### src/rtl/math_pkg.sv
// rtl/math_pkg.sv - shared single-precision constants and field layout
package math_pkg;

   localparam int SINGLE_BIAS   = 127;
   localparam int SINGLE_FRAC_W = 23;
   localparam int SINGLE_EXP_W  = 8;

   typedef struct packed {
      logic                     sign;
      logic [SINGLE_EXP_W-1:0]  exp;
      logic [SINGLE_FRAC_W-1:0] frac;
   } single_t;

endpackage

### src/rtl/lzc32.sv
// rtl/lzc32.sv - combinational 32-bit leading-zero counter with all-zero flag
module lzc32 (
   input  logic [31:0] data,
   output logic [4:0]  count,
   output logic        zero
);

   // Scanning upward lets the highest set bit win the final assignment.
   always_comb begin
      count = 5'd0;
      zero  = 1'b1;
      for (int i = 0; i < 32; i++) begin
         if (data[i]) begin
            count = 5'(31 - i);
            zero  = 1'b0;
         end
      end
   end

endmodule

### src/rtl/unsigned_int_to_single.sv
// rtl/unsigned_int_to_single.sv - 3-stage uint32 to single-precision converter, round-to-nearest-even
module unsigned_int_to_single
   import math_pkg::*;
#(
   parameter int BIAS = SINGLE_BIAS
) (
   input  logic        clk,
   input  logic        rst,
   input  logic [31:0] in_data,
   input  logic        in_valid,
   output logic        in_ready,
   output logic [31:0] out_data,
   output logic        out_valid,
   input  logic        out_ready
);

   logic                     valid_1, valid_2;
   logic                     load_1, load_2, load_3;

   logic [31:0]              op_1;
   logic [4:0]               lz_1;
   logic                     zero_1;
   logic [4:0]               lz_c;
   logic                     zero_c;

   logic                     zero_2;
   logic [SINGLE_EXP_W-1:0]  exp_2;
   logic [SINGLE_FRAC_W-1:0] frac_2;

   logic [30:0]              norm;
   logic                     guard, sticky, round_up;
   logic [SINGLE_FRAC_W:0]   frac_r;
   logic [SINGLE_EXP_W-1:0]  exp_c;
   single_t                  packed_c;

   // Ready chain is combinational so a full pipe can enqueue and dequeue together.
   assign load_3   = !out_valid || out_ready;
   assign load_2   = !valid_2 || load_3;
   assign load_1   = !valid_1 || load_2;
   assign in_ready = load_1;

   lzc32 u_lzc (
      .data  (in_data),
      .count (lz_c),
      .zero  (zero_c)
   );

   // Normalise drops the implicit leading one; only bits below it are kept.
   always_comb begin
      norm     = 31'(op_1 << lz_1);
      guard    = norm[7];
      sticky   = |norm[6:0];
      round_up = guard && (sticky || norm[8]);
      frac_r   = {1'b0, norm[30:8]} + {{SINGLE_FRAC_W{1'b0}}, round_up};
      exp_c    = 8'(BIAS + 31) - {3'b000, lz_1} + {7'd0, frac_r[SINGLE_FRAC_W]};
   end

   always_comb begin
      packed_c.sign = 1'b0;
      packed_c.exp  = exp_2;
      packed_c.frac = frac_2;
   end

   always_ff @(posedge clk or posedge rst) begin
      if (rst) begin
         valid_1   <= 1'b0;
         valid_2   <= 1'b0;
         out_valid <= 1'b0;
         out_data  <= 32'h0;
      end else begin
         if (load_1) valid_1 <= in_valid;
         if (load_2) valid_2 <= valid_1;
         if (load_3) begin
            out_valid <= valid_2;
            if (valid_2) out_data <= zero_2 ? 32'h0 : packed_c;
         end
      end
   end

   always_ff @(posedge clk) begin
      if (load_1 && in_valid) begin
         op_1   <= in_data;
         lz_1   <= lz_c;
         zero_1 <= zero_c;
      end
      if (load_2 && valid_1) begin
         zero_2 <= zero_1;
         exp_2  <= exp_c;
         frac_2 <= frac_r[SINGLE_FRAC_W-1:0];
      end
   end

endmodule

### config.mk
export PLATFORM = sky130hd
export DESIGN_NAME = unsigned_int_to_single
export DESIGN_NICKNAME = d
export VERILOG_FILES = /design/src/rtl/math_pkg.sv /design/src/rtl/lzc32.sv /design/src/rtl/unsigned_int_to_single.sv
export SDC_FILE = /design/constraint.sdc
export NUM_CORES = 1
export LEC_CHECK = 0
export CAP_MARGIN = 0
export CORE_MARGIN = 2
export CORE_UTILIZATION = 45
export DETAILED_ROUTE_END_ITERATION = 8
export PLACE_DENSITY = 0.75
export SKIP_CTS_REPAIR_TIMING = 1
export SLEW_MARGIN = 25
export SYNTH_ARGS = -nofsm -noshare
export SYNTH_HDL_FRONTEND = slang
export SYNTH_HIERARCHICAL = 1
export SYNTH_SLANG_ARGS = --single-unit
### constraint.sdc
create_clock -name clk -period 4 [get_ports clk]
set_input_delay 0.8 -clock clk [delete_from_list [all_inputs] [get_ports clk]]
set_output_delay 0.8 -clock clk [all_outputs]
set_load 0.05 [all_outputs]
==> reports/results.txt <==
After detailed routing, the average wire length per cell comes to 18.3 µm. The detailed-route vias per instance is 5.93, and the portion of total power attributed to the clock network is 27.2%. In this run switching power makes up 33.1% of total power.

The logs give 11.6 mm for the sum of net half-perimeters after detailed placement and 9.19 ps for the worst setup skew after layout. The combinational power share is 30.1%. Overall power of the completed layout: 3200 µW.

The final count of pins violating max slew was 0. In this run the tool buffered the top-level ports with 68 buffer cells. The register-to-register path setup slack is 200 ps. The floorplan step set the die height to 126 µm. The area of the placeable core was 14600 µm²; the violation count after the first detailed-route iteration was 279. The run gives 103 as the total number of clock tree sinks.

In this run the critical register-to-register path is launched from lz_1[0]. After detailed routing, the total wire length is 15.3 mm. The fmax is 263 MHz.

The later-pin clock latency in the skew report was 360 ps. Most instantiated flip-flop cell in the synthesis netlist: edfxtp_1. Along the worst path, the maximum fanout reaches 28.

For this design the ratio of total power to cell area is 407 nW/µm². The most common cell after layout, fill and taps aside is edfxtp_1. In the post-route analysis, the smallest setup slack over all paths is 200 ps.

For the reported net switching power, the log shows 1060 µW. For this run, the detailed router's first-pass iteration total came to 5. The run gives 0 as the count of nets left with antenna violations after detail routing.

At the worst endpoint, the required time is 4110 ps. Setup repair after global routing left no endpoint under its margin. The tools report the number of violations of the max-capacitance limit as 0.

The worst setup path is of the register to register kind. For the tightest hold margin, the log shows 480 ps. Leaving out fill and tap cells, the most frequent cells in the layout are edfxtp_1, clkdlybuf4s50_1, nand2_1, nor2_1, nand2b_1. The path with the worst hold slack has its endpoint at valid_2. The filler cells instantiated in the layout total 1285. The maximum vdd drop is 0.213 mV.

The critical path data arrival time is 3910 ps, and the number of H-tree branching levels is 3. The count of cells along the worst hold path is 1, and the remaining max-slew budget at the tightest pin is 43.2%. The run gives 6750 µm² as the cell area after technology mapping. After global routing the overflow that remains totals 0. Reg-to-reg endpoint: exp_2[4]. The shortest period the worst path allows was 3800 ps.

The number of enable-type register cells in the synthesized netlist was 69; the net count after synthesis was 629. Cell internal power was estimated by the tool at 2140 µW. Routability-driven placement finished with a final weighted congestion of 0.953. For this block, the via count after detailed routing is 4971. The first global-routing pass estimated 24.7 mm of wire.

Adding up every negative setup slack in the final design gives 0 ps. The startpoint of the worst hold path was valid_1. At the pin with the least slew margin, the transition time is 847 ps. The number of endpoints with negative hold slack in the final report is 0, and the cell row count is 44. In this run, CTS created clock tree buffers numbering 9. Number of cells on the worst reg-to-reg path: 13. The async set or reset register ratio after synthesis is 33.0%, and the instance area at placement is 7580 µm². The number of inserted diodes came out at 0. In this run the deepest clock path goes through 2 buffers.

The CTS clock-pin slew for the worst setup and hold paths works out to 70 ps. The root buffer cell is clkbuf_16. Timing analysis after detailed placement gives a worst setup slack of 218 ps. The number of nets at the end of the flow was 688; the number of antenna violations at the first check in global routing was 0. Sequential cells burn 42.7% of the power. During synthesis, Yosys emitted a total of 6 warnings.

The worst setup path is captured at a register. The final worst-path cycle share is 95.0%. The overall die width was 126 µm.

Counting flops and latches in the post-synthesis netlist gives 103. Once the floorplan was initialized, standard cells occupied 46.3% of the core. Across every metal layer, demand over resource in global routing totals 19.4%. The maximum number of pins on one net before global-route repair came out at 63. The logs give 43.3% for the fraction of the yosys area taken by sequential cells and 0.00287 µW for the static leakage. TritonCTS built the clock tree. Cell area after layout: 7880 µm². STA classifies the critical path startpoint as a register. Summing all multi-input logic gate instances after layout gives 3530 µm².

In this run, distinct cell masters in the synthesized netlist total 77. The total of endpoints with negative setup slack in the final report was 0; the share of final-layout standard cells stronger than drive strength 1 was 11.5%. The run gives 590 as the post-synthesis cell count.

The logs give 70 for the number of top-level pins and 2920 µm² for the sequential cell area. Relative to the synthesized area, the layout overhead comes to 16.7%. The die covers 16000 µm². The tools report the number of global-route vias before repair as 4699.

The post-synthesis average cell area is 11.4 µm², and the number of design rule violations left after detail routing is 0. The tightest min-delay check is of the register to register type. The flow ran to the end, and the final reports show no timing, DRC or antenna violations.
[through the flow]
stage | instances | util, %
after floorplan | 590 | -
after global placement | 822 | 52.0
after detailed placement | 822 | 52.0
after CTS | 838 | 54.0
after global routing | 838 | 54.0
final | 838 | 54.0
[sequential cells by signal, indices dropped and copies added (netlist names)]
register   count
exp_2          8
valid_1        1
op_1          31
valid_2        1
zero_2         1
out_valid      1
out_data      31
lz_1           5
zero_1         1
frac_2        23
[worst max path at each step]
stage	from	depth (start not counted)	end
after floorplan	lz_1[0]	15	exp_2[4]
after global placement	lz_1[0]	13	exp_2[4]
after global routing	lz_1[0]	13	exp_2[4]
after CTS	lz_1[0]	13	exp_2[4]
after detailed placement	lz_1[0]	13	exp_2[4]
final	lz_1[0]	13	exp_2[4]
[area by class of cell]
cell class,instances,share of cell area [%]
repair buffers,85,10.7
well taps,184,2.92
flip-flops and latches,103,37.1
multi-input cells,437,44.8
clock buffers,11,3.22
inverters,13,0.619
clock inverters,5,0.556
[critical path: stages, from the launching register on]
cell,delay [ps]
edfxtp_1,420
buf_12,200
and2b_1,350
mux2i_1,210
o311ai_0,710
o32ai_2,220
nor3b_2,300
nand3_2,160
nor3_1,240
nand2_1,120
ha_1,230
ha_1,220
nand3_1,110
xnor2_1,60
[synthesized netlist by cell type, types with 4 or more instances]
library cell / n / share of area (%)
a211oi_1: 4 / 0.44
a21oi_1: 14 / 1.0
a22oi_1: 9 / 1.0
a31oi_1: 4 / 0.37
and2_1: 5 / 0.46
buf_12: 4 / 1.2
buf_2: 8 / 0.59
buf_4: 4 / 0.44
clkbuf_1: 19 / 1.1
dfrtp_1: 34 / 13
edfxtp_1: 69 / 31
inv_1: 10 / 0.56
mux2_2: 14 / 2.3
mux2i_1: 18 / 2.7
mux4_1: 28 / 11
mux4_2: 11 / 3.7
nand2_1: 67 / 3.7
nand2b_1: 41 / 3.8
nand3_1: 8 / 0.59
nor2_1: 43 / 2.4
nor2b_1: 8 / 0.74
nor3_1: 13 / 0.96
nor3b_1: 5 / 0.56
nor4_1: 5 / 0.46
o21ai_0: 37 / 2.7
o21ai_1: 4 / 0.30
o31ai_1: 4 / 0.44
xnor2_1: 13 / 1.7
xor2_1: 9 / 1.2
[cell families (layout without fill, tap and decap cells)]
| group | count (synthesis) | in the layout | share of synthesized area (%) |
|---|---|---|---|
| adders and majority gates | 3 | 3 | 0.556 |
| buffers and inverters | 50 | 114 | 4.34 |
| DFF | 103 | 103 | 43.3 |
| AOI/OAI and AO/OA | 117 | 117 | 12.1 |
| other | 1 | 1 | 0.0556 |
| and+or+nand+nor | 222 | 222 | 17.0 |
| muxes | 72 | 72 | 19.8 |
| xor gates and xnor gates | 22 | 22 | 2.86 |
[layer usage]
metal  vias up  share of wire [%]  track usage, %
met5         -                  0               0
met4         0                3.9            8.79
met3        41                5.5            4.09
met2       201                 47            31.4
met1      2354                 44            25.4
li1       2375                  -               -
[power by group through the flow]
stage               Sequential, µW  Clock [µW]  Combinational [µW]
detailed placement            1390           0                 958
finish                        1370         872                 963
floorplan                     1570           0                 482
global placement              1380           0                 949
CTS                           1370         893                 961
global route                  1380         931                1030
(Power assumes the default switching activity.)
